## config.mk

```make
export PLATFORM = sky130hd
export DESIGN_NAME = alu_sequencer
export DESIGN_NICKNAME = d
export VERILOG_FILES = /design/src/rtl/alu_sequencer.sv
export SDC_FILE = /design/constraint.sdc
export NUM_CORES = 1
export LEC_CHECK = 0
export CAP_MARGIN = 0
export CELL_PAD_IN_SITES_DETAIL_PLACEMENT = 1
export CELL_PAD_IN_SITES_GLOBAL_PLACEMENT = 1
export CORE_ASPECT_RATIO = 0.8
export CORE_MARGIN = 2
export CORE_UTILIZATION = 43
export CTS_BUF_LIST = sky130_fd_sc_hd__clkbuf_2 sky130_fd_sc_hd__clkbuf_4 sky130_fd_sc_hd__clkbuf_8
export DETAILED_ROUTE_END_ITERATION = 16
export PLACE_DENSITY_LB_ADDON = 0.12
export SETUP_SLACK_MARGIN = 0.3
export SLEW_MARGIN = 20
export SYNTH_ARGS = -nofsm -noshare
export SYNTH_HDL_FRONTEND = slang
export SYNTH_SLANG_ARGS = --single-unit
```

## constraint.sdc

```tcl
create_clock -name clk -period 4 [get_ports clk]
set_input_delay 0.6 -clock clk [delete_from_list [all_inputs] [get_ports clk]]
set_output_delay 0.6 -clock clk [all_outputs]
set_load 0.01 [all_outputs]
```

## src/rtl/alu_sequencer.sv

```systemverilog
// Drives an external N-bit ALU word by word, LSW first, so that one wide Add/Sub/logic
// operation on WORDS-word operands produces a full-width result and aggregated flags.
module alu_sequencer #(
   parameter int N     = 8,
   parameter int WORDS = 4
) (
   input  logic                 clk,
   input  logic                 rst_n,
   input  logic                 start_i,
   input  logic [3:0]           op_i,
   input  logic [N*WORDS-1:0]   op_a_i,
   input  logic [N*WORDS-1:0]   op_b_i,
   input  logic                 carry_in_i,
   output logic [N-1:0]         alu_a_o,
   output logic [N-1:0]         alu_b_o,
   output logic [3:0]           alu_func_op_o,
   output logic [3:0]           alu_iflags_o,
   output logic                 alu_oe_o,
   input  logic [N-1:0]         alu_y_i,
   input  logic [3:0]           alu_flags_i,
   output logic [N*WORDS-1:0]   result_o,
   output logic [3:0]           flags_o,
   output logic                 busy_o,
   output logic                 done_o,
   output logic                 error_o
);

   localparam int IW = (WORDS > 1) ? $clog2(WORDS) : 1;
   localparam logic [IW-1:0] LAST_IDX = IW'(WORDS - 1);

   localparam logic [1:0] S_IDLE    = 2'd0;
   localparam logic [1:0] S_ISSUE   = 2'd1;
   localparam logic [1:0] S_CAPTURE = 2'd2;
   localparam logic [1:0] S_FINISH  = 2'd3;

   localparam logic [3:0] OP_ADD  = 4'b0000;
   localparam logic [3:0] OP_SUB  = 4'b0001;
   localparam logic [3:0] OP_SUBC = 4'b0010;
   localparam logic [3:0] OP_AND  = 4'b0011;
   localparam logic [3:0] OP_OR   = 4'b0100;
   localparam logic [3:0] OP_NOT  = 4'b0101;
   localparam logic [3:0] OP_XOR  = 4'b0110;

   logic [1:0]         state_q, state_d;
   logic [3:0]         op_q;
   logic [N*WORDS-1:0] a_q, b_q;
   logic               cin_q;
   logic [IW-1:0]      idx_q;
   logic               carry_q;
   logic               zacc_q;
   logic               err_q;
   logic [N-1:0]       alu_a_q, alu_b_q;
   logic [3:0]         alu_func_q;
   logic               alu_cin_q;
   logic [N*WORDS-1:0] result_q;
   logic [3:0]         flags_q;

   logic               op_ok;
   logic [3:0]         issue_func;
   logic               issue_c;
   logic [N-1:0]       a_word [WORDS];
   logic [N-1:0]       b_word [WORDS];

   genvar gi;
   generate
      for (gi = 0; gi < WORDS; gi++) begin : g_word
         assign a_word[gi] = a_q[gi*N +: N];
         assign b_word[gi] = b_q[gi*N +: N];
      end
   endgenerate

   assign op_ok = op_i inside {OP_ADD, OP_SUB, OP_AND, OP_OR, OP_NOT, OP_XOR};

   // Sub becomes Subc after word 0; the ALU's C means "no borrow", hence the inversion.
   always_comb begin
      issue_func = op_q;
      issue_c    = 1'b0;
      case (op_q)
         OP_ADD: issue_c = (idx_q == '0) ? cin_q : carry_q;
         OP_SUB: begin
            if (idx_q != '0) begin
               issue_func = OP_SUBC;
               issue_c    = ~carry_q;
            end
         end
         default: ;
      endcase
   end

   always_comb begin
      state_d = state_q;
      case (state_q)
         S_IDLE:    if (start_i) state_d = op_ok ? S_ISSUE : S_FINISH;
         S_ISSUE:   state_d = S_CAPTURE;
         S_CAPTURE: state_d = (idx_q == LAST_IDX) ? S_FINISH : S_ISSUE;
         default:   state_d = S_IDLE;
      endcase
   end

   always_ff @(posedge clk or negedge rst_n) begin
      if (!rst_n) begin
         state_q    <= S_IDLE;
         op_q       <= '0;
         a_q        <= '0;
         b_q        <= '0;
         cin_q      <= 1'b0;
         idx_q      <= '0;
         carry_q    <= 1'b0;
         zacc_q     <= 1'b0;
         err_q      <= 1'b0;
         alu_a_q    <= '0;
         alu_b_q    <= '0;
         alu_func_q <= '0;
         alu_cin_q  <= 1'b0;
         result_q   <= '0;
         flags_q    <= '0;
      end else begin
         state_q <= state_d;
         case (state_q)
            S_IDLE: begin
               if (start_i) begin
                  op_q   <= op_i;
                  a_q    <= op_a_i;
                  b_q    <= op_b_i;
                  cin_q  <= carry_in_i;
                  idx_q  <= '0;
                  zacc_q <= 1'b1;
                  err_q  <= ~op_ok;
               end
            end
            S_ISSUE: begin
               alu_a_q    <= a_word[idx_q];
               alu_b_q    <= b_word[idx_q];
               alu_func_q <= issue_func;
               alu_cin_q  <= issue_c;
            end
            S_CAPTURE: begin
               result_q[idx_q*N +: N] <= alu_y_i;
               carry_q <= alu_flags_i[1];
               zacc_q  <= zacc_q & alu_flags_i[0];
               idx_q   <= idx_q + 1'b1;
               // Flags land on entry to FINISH so they are valid alongside Done.
               if (idx_q == LAST_IDX)
                  flags_q <= {alu_flags_i[3:1], zacc_q & alu_flags_i[0]};
            end
            default: ;
         endcase
      end
   end

   assign alu_a_o       = alu_a_q;
   assign alu_b_o       = alu_b_q;
   assign alu_func_op_o = alu_func_q;
   assign alu_iflags_o  = {2'b00, alu_cin_q, 1'b0};
   assign alu_oe_o      = (state_q != S_CAPTURE);
   assign result_o      = result_q;
   assign flags_o       = flags_q;
   assign busy_o        = (state_q != S_IDLE);
   assign done_o        = (state_q == S_FINISH);
   assign error_o       = (state_q == S_FINISH) && err_q;

endmodule

```

# Word level (Yosys, flattened, before mapping)
# Index checks and enable logic that the tools add are counted.
# totals
register_bits	133
inputBits	84
out_inout_bits	64
word_cells	68
# op_classes
addsub	2
order_cmp	1
eq_ne	12
n_shift	2
mux	20
bitwise_logic	4
reduce_logical	12
# op_table
op	count
$neg A5 Y34	1
$shift A8 B34 Y32 const A	1
$shiftx A8 B34 Y32	1
$bmux W8 S2	2
$bwmux W32	1
$mux W8	4
$eq A4 B3 Y1 const B	3
$eq A4 B1 Y1 const B	2
$logic_not A4 Y1	2
$mux W2	4
$mux W4	2
$eq A2 B2 Y1 const B	3
$pmux W2 S3	1
$reduce_and A2 Y1	3
$reduce_bool A2 Y1	3
$reduce_bool A6 Y1	1
$eq A4 B2 Y1 const B	1
$logic_not A2 Y1	2
$ne A2 B2 Y1 const B	2
$pmux W1 S2	2
$pmux W2 S2	1
$ge A3 B3 Y1 const B	1
$mux W1	3
$not A2 Y3	1
5 further kinds	6

# Longest topological paths before layout
# depth
word_depth	5
depth_mapped	8
depth_no_buf	5

# Worst setup path before layout
# No wires, ideal clock.
# synth_path
kind	register to register
startpoint	register idx_q[1]
endpoint	register result_q[10] (netlist: result_o[10])
setup_ns	0.121
arrival_ns	1.790
required_ns	3.879
slack_ns	2.089
path_stages_with_launch	9
n_path_buf	3
period_less_slack_ns	1.911
cell_sequence	dfrtp_1 buf_2 buf_2 inv_1 ha_1 and3b_1 and3_1 buf_2 a22o_1
# synth_via
elab_chain_len	3
word_cells_on_any_way	4
cone_classes	add/sub (1); shift (2); mux (1)
# synth_rtl
element	line_no	source
from (decl)	48	logic [IW-1:0] idx_q;
from (signal assigned)	141	idx_q <= idx_q + 1'b1;
$neg A5 Y34 *	138	result_q[idx_q*N +: N] <= alu_y_i;
$shiftx A8 B34 Y32 / $shift A8 B34 Y32 (equally long branches)	138	
$bwmux W32 *	138	
to (signal, indexed assignment)	138	
to (decl)	55	logic [N*WORDS-1:0] result_q;
# Mark *: on every way between the ends. The rest lies on a longest branch, timed or not.
# A chain may end at the register's enable or synchronous reset.

# Worst setup path after layout
# layout_path
startpoint	register state_q[1]
endpoint	output alu_oe_o
# layout_via
elab_chain_len	1
# layout_rtl
element	line_no	source
from (decl)	44	logic [1:0] state_q, state_d;
from (signal assigned)	118	state_q <= state_d;
$ne A2 B2 Y1	155	assign alu_oe_o = (state_q != S_CAPTURE);
to (decl)	18	output logic alu_oe_o,
# No other way between the ends.

==> metrics.txt <==
PD cells roughly 770 nW/µm²; CTS tree built; setup_tns 0 ns; num ports ~150; Pre-antenna DRT Iters 4; Largest delay share family, worst path buffers and inverters; maximum clock frequency 0.345 GHz; status completed; die extent in y around 110 µm; GRT Util Overall just over 20%; total power a little under 0.006 W; H-tree depth 4; Critical-path top delay cell nor2b_1; initial DRC count around 190; crit path buf inv count 2; Max Slew Vio Count 0; Total Wirelength about 13000 µm; non-filler instance count after layout 727; Die W between 100 and 150 µm; Psw roughly 0.0018 W; Synth Area per Inst 14.1 µm²; Clock power frac 20.5%; Post-DRT Antenna Nets 0; R2R cell count 5; initial antenna violation count 0; CTS max path bufs 2; register area share after synthesis 59.6%; Inst Count DP about 700; Starting Density a little over two fifths; Via Count between 3000 and 4000; Switching Fraction 31.7%; area delta synth->final 34.7%; post-cts resize count 0; DR vias/cell ~5.1; unique cell type count in the Yosys netlist 34; clock period minus worst slack 2.90 ns; final RePlAce weighted congestion 0.718; CP cell instances nor2b_1 > inv_4 > clkdlybuf4s50_1; combinational share of power about 38%; CTS Root Cell clkbuf_8; period utilization around 72%; Startpoint Class flop; crit end category output pin; cts hold-fix bufs 0; total grt overflow 0; Clock Skew ~0.011 ns; ant diodes 0; CP max stage delay approximately 0.60 ns; critical path data arrival time 2.30 ns; number of hold violations in the final report 0; HP Class in -> async; Post-Syn Area between 5000 and 6000 µm²; Pint ~0.0040 W; slew margin rel. between 30 and 40%; Reg clk slew, reported paths about 0.070 ns; nets 628; Flop pwr share between 40% and 50%; Final setup violation count 0; fillers between 1000 and 1500; Yosys reg bits 133; CP required 3.40 ns; Setup Buffers After CTS 0; clk sink count roughly 130; share of cells above drive strength 1 between 20% and 30%; Crit. path cell count 3; Worst VDD drop 0.451 mV; RSZ-0062 raised after global routing no; core area roughly 13000 µm²; DRC violations left 0; crit path kind reg -> out; HPWL Detailed 9060 µm; yosys synthesis warning count 0; Site Rows 37; Cells after Synth about 400; vias in the first global route ~4000; die area approximately 14000 µm²; Num CTS Buffers 17; worst-path maximum fanout 11; insertion delay to the later sink of the worst-skew pair about 0.44 ns; first-pass GRT wire length about 22000 µm; largest net degree at the start of global routing 109; worst slew pin tran roughly 1 ns; Max Cap Viol 0; Leakage 3.24 nW; Routed WL per cell 18.4 µm; IO buf count around 140
-- placed cells by master (no fill, tap or decap), types with 5 or more instances in the layout --
master           count
mux2_2              64
o21ai_0              6
mux4_2              16
mux2_1               8
clkbuf_8            20
clkdlybuf4s50_1    143
a22o_1              32
ha_1                 5
nand2_1             69
dfrtp_1            132
-- kinds of logic after synthesis --
logic type / after synthesis / share of synthesized area [%]
AO/OA/AOI/OAI: 45 / 6.31
XOR/XNOR: 1 / 0.157
adder cells (fa/ha/maj): 5 / 1.12
buffers and inverters: 30 / 3.69
flip-flops: 133 / 59.6
multiplexers: 89 / 21.1
other: 1 / 0.0671
AND/OR/NAND/NOR: 92 / 7.95
-- routing by layer --
layer	vias up	global-route usage (%)	share of wire, %	routed length [µm]
met4	0	5.67	0.89	119
met3	9	8.82	7.5	1010
li1	1686	-	-	-
met2	115	33.9	50	6660
met1	1931	25.3	42	5590
met5	-	0	0	0
-- power by group through the flow --
stage          Combinational (W)  Clock [W]  Sequential, W
6_report                 0.00219    0.00119        0.00241
5_1_grt                  0.00238    0.00128        0.00251
4_1_cts                  0.00224    0.00121        0.00242
3_5_place_dp             0.00222          0        0.00244
3_3_place_gp             0.00214          0        0.00239
2_1_floorplan            0.00139          0        0.00234
-- area by class of cell --
type,count,area (µm²),area share [%]
Tap cell,175,219,2.91
Timing Repair Buffer,147,1470,19.5
Inverter,5,21.3,0.283
Clock inverter,9,126,1.68
Clock buffer,23,298,3.96
Multi-Input combinational cell,235,2070,27.5
Sequential cell,133,3330,44.2
-- path summary, 6_finish.rpt --
check | start | end | slack, ns
min in group clk | alu_a_o[4] | alu_a_o[4] | 0.48
max in group asynchronous | rst_n | result_o[14] | 2.75
min | rst_n | alu_b_o[0] | 0.28
max reg2reg | idx_q[0] | result_o[17] | 1.54
min reg2reg | alu_a_o[4] | alu_a_o[4] | 0.48
max | state_q[1] | alu_oe_o | 1.10
-- synthesized netlist by cell type --
| library cell | count | area (µm²) |
|---|---|---|
| mux2_1 | 8 | 90.1 |
| a22o_1 | 32 | 280 |
| nor3b_2 | 1 | 12.5 |
| nand2b_1 | 1 | 6.26 |
| clkbuf_1 | 3 | 11.3 |
| nor2b_1 | 3 | 18.8 |
| nor2_1 | 4 | 15.0 |
| dfrtp_1 | 133 | 3330 |
| or3_1 | 2 | 12.5 |
| conb_1 | 1 | 3.75 |
| and2_1 | 1 | 6.26 |
| o21ai_0 | 6 | 30.0 |
| and3b_1 | 1 | 8.76 |
| buf_4 | 8 | 60.1 |
| or2_2 | 1 | 6.26 |
| mux2_2 | 64 | 721 |
| nand3b_1 | 3 | 22.5 |
| inv_1 | 4 | 15.0 |
| nor3_1 | 1 | 5.00 |
| a31oi_1 | 1 | 6.26 |
| nand2_1 | 69 | 259 |
| buf_6 | 7 | 78.8 |
| ha_1 | 5 | 62.6 |
| xnor2_1 | 1 | 8.76 |
| and3_1 | 2 | 12.5 |
| buf_2 | 7 | 35.0 |
| mux4_2 | 16 | 360 |
| o211ai_1 | 1 | 7.51 |
| mux2i_1 | 1 | 10.0 |
| inv_4 | 1 | 6.26 |
| a21oi_1 | 4 | 20.0 |
| nor3_4 | 1 | 16.3 |
| nor4_4 | 2 | 42.5 |
| o311ai_0 | 1 | 8.76 |
-- worst register-to-register path, stage by stage, from the launching register on --
cell and delay, ns:
dfrtp_2 0.87, inv_1 0.24, ha_1 0.51, nand2_1 0.14, nor4_4 0.40, a22o_1 0.24
-- per-stage QoR --
step | worst slack [ns] | hold WS (ns) | utilization (%) | area (µm²)
floorplan | 2.09 | 0.304 | - | 5600
global placement | 1.40 | 0.453 | 55.6 | 7100
detailed placement | 1.32 | 0.460 | 55.6 | 7100
CTS | 1.10 | 0.314 | 58.9 | 7530
global route | 0.981 | 0.332 | 58.9 | 7530
finish | 1.10 | 0.284 | 58.9 | 7530
-- flip-flops by register name, indices dropped and copies added (netlist names) --
name,flops
flags_o,4
alu_b_o,8
carry_q,1
b_q,32
state_q,2
cin_q,1
a_q,32
zacc_q,1
op_q,4
alu_a_o,8
result_o,32
err_q,1
alu_cin_q,1
idx_q,2
alu_func_op_o,4
Power figures use the tool's default switching activity.
